**config.mk**
```make
export PLATFORM = sky130hd
export DESIGN_NAME = regfile_port_ctrl
export DESIGN_NICKNAME = d
export VERILOG_FILES = /design/src/rtl/regfile_port_ctrl.sv
export SDC_FILE = /design/constraint.sdc
export NUM_CORES = 1
export LEC_CHECK = 0
export ABC_AREA = 1
export CORE_MARGIN = 1.5
export CORE_UTILIZATION = 35
export CTS_BUF_LIST = sky130_fd_sc_hd__clkbuf_16
export DETAILED_ROUTE_END_ITERATION = 8
export PLACE_DENSITY = 0.75
export SLEW_MARGIN = 25
export SYNTH_ARGS = -nofsm -noshare
export SYNTH_HDL_FRONTEND = slang
export SYNTH_SLANG_ARGS = --single-unit
```
**constraint.sdc**
```tcl
create_clock -name clk -period 3.5 [get_ports clk]
set_clock_uncertainty 0.15 [all_clocks]
set_input_delay 0.525 -clock clk [delete_from_list [all_inputs] [get_ports clk]]
set_output_delay 0.525 -clock clk [all_outputs]
set_load 0.05 [all_outputs]
```
**src/rtl/regfile_port_ctrl.sv**
```systemverilog
`timescale 1ns/1ps
// Write-port owner and read sequencer for a 2r1w array: zero sweep after reset/clear, then round-robin A/B writes.
// Reads take 1 cycle, with same-cycle write forwarding; ready is combinational and held low while sweeping or clearing.
module regfile_port_ctrl #(
  parameter int ELEMENTS_W = 7,
  parameter int WIDTH      = 32
) (
  input  logic                  clk,
  input  logic                  rst,
  input  logic                  clear,
  output logic                  init_done,

  input  logic                  a_valid,
  output logic                  a_ready,
  input  logic [ELEMENTS_W-1:0] a_address,
  input  logic [WIDTH-1:0]      a_data,

  input  logic                  b_valid,
  output logic                  b_ready,
  input  logic [ELEMENTS_W-1:0] b_address,
  input  logic [WIDTH-1:0]      b_data,

  input  logic                  read0,
  input  logic [ELEMENTS_W-1:0] readaddress0,
  output logic [WIDTH-1:0]      readdata0,

  input  logic                  read1,
  input  logic [ELEMENTS_W-1:0] readaddress1,
  output logic [WIDTH-1:0]      readdata1,

  output logic                  mem_read0,
  output logic                  mem_read1,
  output logic [ELEMENTS_W-1:0] mem_readaddress0,
  output logic [ELEMENTS_W-1:0] mem_readaddress1,
  input  logic [WIDTH-1:0]      mem_readdata0,
  input  logic [WIDTH-1:0]      mem_readdata1,

  output logic                  mem_write,
  output logic [ELEMENTS_W-1:0] mem_writeaddress,
  output logic [WIDTH-1:0]      mem_writedata
);

  localparam logic [ELEMENTS_W-1:0] LAST_ADDR = {ELEMENTS_W{1'b1}};

  typedef enum logic {S_INIT, S_RUN} state_t;
  typedef enum logic {GRANT_A, GRANT_B} grant_t;

  typedef struct packed {
    logic                  vld;
    logic [ELEMENTS_W-1:0] addr;
    logic [WIDTH-1:0]      dat;
  } wr_cmd_t;

  state_t                state_q, state_d;
  logic [ELEMENTS_W-1:0] init_cnt_q, init_cnt_d;
  grant_t                last_grant_q, last_grant_d;
  wr_cmd_t               wr;

  logic                  fwd0_q, fwd1_q;
  logic [WIDTH-1:0]      fwd_data0_q, fwd_data1_q;
  logic                  hit0, hit1;

  always_comb begin
    state_d      = state_q;
    init_cnt_d   = init_cnt_q;
    last_grant_d = last_grant_q;
    a_ready      = 1'b0;
    b_ready      = 1'b0;
    mem_read0    = 1'b0;
    mem_read1    = 1'b0;
    wr           = '0;

    case (state_q)
      S_INIT: begin
        wr.vld  = 1'b1;
        wr.addr = init_cnt_q;
        wr.dat  = '0;
        if (clear) begin
          init_cnt_d = '0;
        end else if (init_cnt_q == LAST_ADDR) begin
          state_d    = S_RUN;
          init_cnt_d = '0;
        end else begin
          init_cnt_d = init_cnt_q + 1'b1;
        end
      end

      S_RUN: begin
        mem_read0 = read0;
        mem_read1 = read1;
        if (clear) begin
          // No grant this cycle; the pending requester stays valid and wins after the sweep.
          state_d    = S_INIT;
          init_cnt_d = '0;
        end else if (a_valid && (!b_valid || last_grant_q == GRANT_B)) begin
          a_ready      = 1'b1;
          wr.vld       = 1'b1;
          wr.addr      = a_address;
          wr.dat       = a_data;
          last_grant_d = GRANT_A;
        end else if (b_valid) begin
          b_ready      = 1'b1;
          wr.vld       = 1'b1;
          wr.addr      = b_address;
          wr.dat       = b_data;
          last_grant_d = GRANT_B;
        end
      end

      default: begin
        state_d = S_INIT;
      end
    endcase
  end

  // The array is read-old, so a read colliding with this cycle's write must be served from the capture regs.
  assign hit0 = mem_read0 && wr.vld && (readaddress0 == wr.addr);
  assign hit1 = mem_read1 && wr.vld && (readaddress1 == wr.addr);

  always_ff @(posedge clk or posedge rst) begin
    if (rst) begin
      state_q      <= S_INIT;
      init_cnt_q   <= '0;
      last_grant_q <= GRANT_B;
      fwd0_q       <= 1'b0;
      fwd1_q       <= 1'b0;
      fwd_data0_q  <= '0;
      fwd_data1_q  <= '0;
    end else begin
      state_q      <= state_d;
      init_cnt_q   <= init_cnt_d;
      last_grant_q <= last_grant_d;
      if (mem_read0) begin
        fwd0_q <= hit0;
        if (hit0) fwd_data0_q <= wr.dat;
      end
      if (mem_read1) begin
        fwd1_q <= hit1;
        if (hit1) fwd_data1_q <= wr.dat;
      end
    end
  end

  assign init_done        = (state_q == S_RUN);
  assign mem_readaddress0 = readaddress0;
  assign mem_readaddress1 = readaddress1;
  assign mem_write        = wr.vld;
  assign mem_writeaddress = wr.addr;
  assign mem_writedata    = wr.dat;
  assign readdata0        = fwd0_q ? fwd_data0_q : mem_readdata0;
  assign readdata1        = fwd1_q ? fwd_data1_q : mem_readdata1;

endmodule
```
# Word-level counts from Yosys, hierarchy flattened
# Index checks and enable logic that the tools add are counted.
# classes
addsub	1
n_eq_ne	4
muxes	25
bitwise	2
n_reduce_logical	11
# op_table
operator	n
$mux 40	3
$pmux 40 s2	1
$mux 32	2
$mux 7	3
$eq 7x7->1	2
$mux 1	14
$pmux 7 s2	1
$add 7x1->7 const B	1
$eq 7x7->1 const B	1
$logic_and 1x1->1	5
$reduce_and 2->1	2
$reduce_and 3->1	1
$ne 2x2->1 const B	1
$not 1->1	2
$pmux 1 s2	1
$reduce_bool 2->1	1
$logic_not 1->1	1
$logic_or 1x1->1	1
# word_totals
regBits	75
inputBits	163
output_inout_bits	123
word_cells	50

# Depth between registers and ports, before layout
# logic_depth
word_depth	9
mapped_depth	15
depth_no_buf	14

# Least setup slack after synthesis
# OpenSTA, ideal clock, no wires.
# synth_timing
path_kind	flip-flop to output port
from	register state_q (netlist: init_done)
to	output mem_writedata[0]
t_arrival_ns	2.307
required_time_ns	2.825
slack_ns	0.518
stages_incl_launch_ff	5
path_buffers	1
cell_sequence	dfrtp_1 -> nand2_2 -> nor2_4 -> buf_1 -> a22o_1
# synth_via
elab_chain_len	2
# synth_lines
element	line_no	source
start, declared	54	state_t state_q, state_d;
start signal, assigned	130	state_q <= state_d;
$not 1->1	-	
$pmux 40 s2 *	73	case (state_q)
end, declared	40	output logic [WIDTH-1:0] mem_writedata
# Every way passes the cells marked *; elsewhere a longest branch is shown, timed or not.

# Worst setup path after layout
# layout_timing
from	input b_valid
to	output mem_writeaddress[2]
# layout_via
elab_chain_len	6
elab_cells_between_ends	7
cone_classes	mux (4); reduce/logical (3)
# layout_lines
element	line_no	source
start, declared	18	input logic b_valid,
$logic_not 1->1	95	end else if (a_valid && (!b_valid || last_grant_q == GRANT_B)) begin
$logic_or 1x1->1	95	
$logic_and 1x1->1	95	
$mux 40 *	95	
$mux 40 *	91	if (clear) begin
$pmux 40 s2 *	73	
end, declared	39	output logic [ELEMENTS_W-1:0] mem_writeaddress,
# Marked as above.

==> parameters.txt <==
Parameter                              Value

Logic synthesis
  Cells after Synth ... 642
  Ys async rst share ... 1.00
  Top area cells in the synthesized netlist ... sky130_fd_sc_hd__dfrtp_1 (38%), sky130_fd_sc_hd__nand2_1 (22%), sky130_fd_sc_hd__nand3_1 (8.3%)
  Mapped Nets ... 806
  Leading register cell type out of synthesis ... sky130_fd_sc_hd__dfrtp_1
  Share of the synthesized area in the top cell type ... 0.379
  Portion of the post-synthesis area used by sequential elements ... 0.384
  Number of flops mapped to enable cells by yosys ... 0
  Total of flip-flops plus latches after synthesis ... 75
  Post-synthesis instance area ... 4880 um^2
  Yosys warns ... 0
  Synth cell types ... 31
  Yosys top cell by area ... sky130_fd_sc_hd__dfrtp_1
  Syn_area_per_cell ... 7.61 um^2

Placed design
  Placement-stage worst setup slack ... 0.338 ns
  DP HPWL ... 14.0 mm
  Total of buffers placed on input and output ports ... 285
  Weighted congestion at the end of routability-driven global placement ... 0.847

Floorplan
  Vertical die dimension ... 121 um
  Core region area ... 13500 um^2
  Die outline width ... 121 um
  Die area ... 14700 um^2
  Rows ... 42
  Ports ... 286
  Initial core utilization ... 0.363

Routing
  Number of remaining DRC errors ... 0
  Mean routed wirelength per cell ... 16.7 um
  Detailed-route via count ... 5383
  Vias per std cell ... 4.97
  First-pass iteration count of the detailed router ... 5
  Number of DRC violations after detailed-routing iteration 0 ... 349
  Antenna violation net count after detailed routing ... 0
  Final wirelength ... 18.1 mm

Finish
  Number of fill cells ... 1198
  Antenna cells ... 0
  Fraction of layout instances using a drive strength above 1 ... 0.174
  Nets ... 1067
  Share of the core filled with cells in the final layout ... 0.621
  Commonest non-fill, non-tap cells in the layout ... sky130_fd_sc_hd__nand2_1 (286), sky130_fd_sc_hd__clkdlybuf4s50_1 (214), sky130_fd_sc_hd__nand3_1 (81), sky130_fd_sc_hd__dfrtp_1 (73), sky130_fd_sc_hd__buf_4 (51)
  Leading cell type in the layout, fill and taps excluded ... sky130_fd_sc_hd__nand2_1
  Layout overhead on the synthesized area ... 70.9%

Critical path
  Critical-path maximum fanout ... 9
  Crit. Startpoint ... b_valid
  Delay of the slowest cell on the worst path ... 0.80 ns
  Reg-to-Reg Start ... init_done$_DFF_PP0_
  Arrival time of data at the critical path endpoint ... 2.51 ns
  Critical path data required time ... 2.82 ns
  Worst setup endpoint ... mem_writeaddress[2]
  Startpoint type of the worst setup path ... input pin
  Depth of the worst register-to-register path ... 12
  Worst setup slack for register-to-register paths ... 0.84 ns
  CP delay by family, top ... buffers and inverters
  Critical-path cell with the highest stage delay ... sky130_fd_sc_hd__clkdlybuf4s50_1
  Crit path cell chain ... clkdlybuf4s50_1 -> nand2_4 -> nand2_4 -> nand2_1 -> nand3_4 -> nand2_2 -> clkdlybuf4s50_1
  Startpoint-to-endpoint class of the critical path ... in2out
  Critical Path Sink Type ... output pin
  Cell depth of the worst setup path ... 7
  Buf/Inv on CP ... 2
  Critical R2R Capture ... fwd_data0_q[9]$_DFFE_PP0P_

Timing
  RSZ-0062 raised after global routing ... no
  Max-slew violations ... 0
  Highest clock rate ... 0.313 GHz
  Final critical-path share of the clock period ... 0.911
  Minimum period implied by the final worst setup slack ... 3.19 ns
  Slew of the pin with the lowest slew margin ... 0.917 ns
  Number of setup violations in the final report ... 0
  Hold Worst Slack ... 0.317 ns
  Setup slack of the critical path after layout ... 0.310 ns
  Setup TNS ... 0 ns
  Relative slew slack ... 0.388
  Final Hold Violating Endpoints ... 0

Power
  Internal Dissipation ... 1880 uW
  Sequential power share ... 0.328
  Power Density ... 332 nW/um^2
  Maximum vdd ir drop ... 0.000215 V
  Leakage power ... 0.00409 uW
  Switching Fraction ... 0.323
  Power dissipated by switching net loads ... 895 uW
  Comb power frac ... 0.317
  Part of the total power dissipated in the clock network ... 0.355

Global routing
  Leftover overflow at the end of global routing ... 0
  Global-route wire length before repair ... 28.0 mm
  Number of global-route vias before repair ... 5396
  Global Route Usage Sum ... 0.246
  Largest net degree at the start of global routing ... 41
  Initial antenna violation count ... 0

Worst hold path
  Worst hold path stage count ... 2
  Class of the tightest hold or removal check ... reg2reg

Clock network
  CTS tree ... built
  Cts bufs inserted ... 9
  Clock buffer depth ... 2
  Number of H-tree levels ... 3
  Hold-fix buffers, CTS ... 0
  Post_cts resized ... 0
  Number of clock sinks seen by CTS ... 75
  Cell at the root of the clock tree ... sky130_fd_sc_hd__clkbuf_16
  Clock transition at path regs ... 0.05 ns
  Buffers inserted by post-CTS timing repair ... 0
  Worst-Skew Late Latency ... 0.33 ns

Status
  Status ... finished, final reports clean

Flow run
  Max-cap violations ... 0
## logic make-up after synthesis
group                      Yosys count  synth area share
xor gates and xnor gates             4           0.00717
muxes                               32            0.0738
and+or+nand+nor                    403             0.366
adders and majority gates            1           0.00256
AOI/OAI and AO/OA                   46            0.0740
DFF                                 75             0.384
buffers and inverters               81            0.0922
## worst min-delay path by stage
stage / from / to
after floorplan: fwd_data1_q[0]$_DFFE_PP0P_ / fwd_data1_q[0]$_DFFE_PP0P_
after global placement: fwd_data1_q[25]$_DFFE_PP0P_ / fwd_data1_q[25]$_DFFE_PP0P_
after detailed placement: fwd_data1_q[21]$_DFFE_PP0P_ / fwd_data1_q[21]$_DFFE_PP0P_
after CTS: fwd_data1_q[21]$_DFFE_PP0P_ / fwd_data1_q[21]$_DFFE_PP0P_
after global routing: fwd_data1_q[29]$_DFFE_PP0P_ / fwd_data1_q[29]$_DFFE_PP0P_
final: fwd_data1_q[21]$_DFFE_PP0P_ / fwd_data1_q[21]$_DFFE_PP0P_
## power by group through the flow
stage | logic (uW) | registers, uW | clock network [uW]
after floorplan | 504 | 916 | 0
after global placement | 876 | 922 | 0
after detailed placement | 884 | 923 | 0
after CTS | 886 | 907 | 1010
after global routing | 932 | 910 | 1040
final | 879 | 908 | 985
## sequential cells by signal, summed over array words and instances (netlist names)
register	count
fwd0_q	1
fwd_data0_q	32
fwd_data1_q	32
init_cnt_q	7
init_done	1
last_grant_q	1
fwd1_q	1
## stage by stage
stage / total power (uW) / area, um^2 / std cells
finish: 2770 / 8350 / 1084
detailed placement: 1810 / 8030 / 1068
global placement: 1800 / 8030 / 1068
global route: 2880 / 8350 / 1084
floorplan: 1420 / 4880 / 642
CTS: 2800 / 8350 / 1084
## synth_stat cells, types with 3 or more instances
cell type / instances
sky130_fd_sc_hd__inv_1: 28
sky130_fd_sc_hd__nand2_2: 5
sky130_fd_sc_hd__a22o_1: 32
sky130_fd_sc_hd__nand3b_1: 7
sky130_fd_sc_hd__a21oi_1: 4
sky130_fd_sc_hd__buf_4: 23
sky130_fd_sc_hd__nand3_1: 81
sky130_fd_sc_hd__nand2_1: 286
sky130_fd_sc_hd__dfrtp_1: 74
sky130_fd_sc_hd__xor2_1: 3
sky130_fd_sc_hd__buf_6: 7
sky130_fd_sc_hd__clkbuf_1: 11
sky130_fd_sc_hd__o21ai_0: 5
sky130_fd_sc_hd__nor2_1: 4
sky130_fd_sc_hd__nand2_4: 4
sky130_fd_sc_hd__nor2_4: 6
sky130_fd_sc_hd__mux2_2: 32
sky130_fd_sc_hd__buf_1: 5
sky130_fd_sc_hd__nand3_2: 3
sky130_fd_sc_hd__nand4_1: 5
sky130_fd_sc_hd__buf_2: 6
## layout make-up
class / instances / area [um^2] / share of cell area
flip-flops and latches: 75 / 1880 / 0.225
clock buffers: 9 / 225 / 0.0270
repair buffers: 302 / 3270 / 0.391
well taps: 176 / 220 / 0.0264
multi-input cells: 486 / 2560 / 0.306
inverters: 29 / 110 / 0.0132
clock inverters: 7 / 92.6 / 0.0111
## layer usage
layer / track usage / vias up / routed length, um
li1: - / 2615 / -
met1: 0.295 / 2519 / 7290
met2: 0.450 / 233 / 9360
met3: 0.0442 / 16 / 1270
met4: 0.0684 / 0 / 227
met5: 0 / - / 0
## worst min-delay path: cells and delay by family (launching register included)
family	cells	cell delay, ns
flip-flops	1	0.34
AND/OR/NAND/NOR	2	0.09
Power figures use the tool's default switching activity.
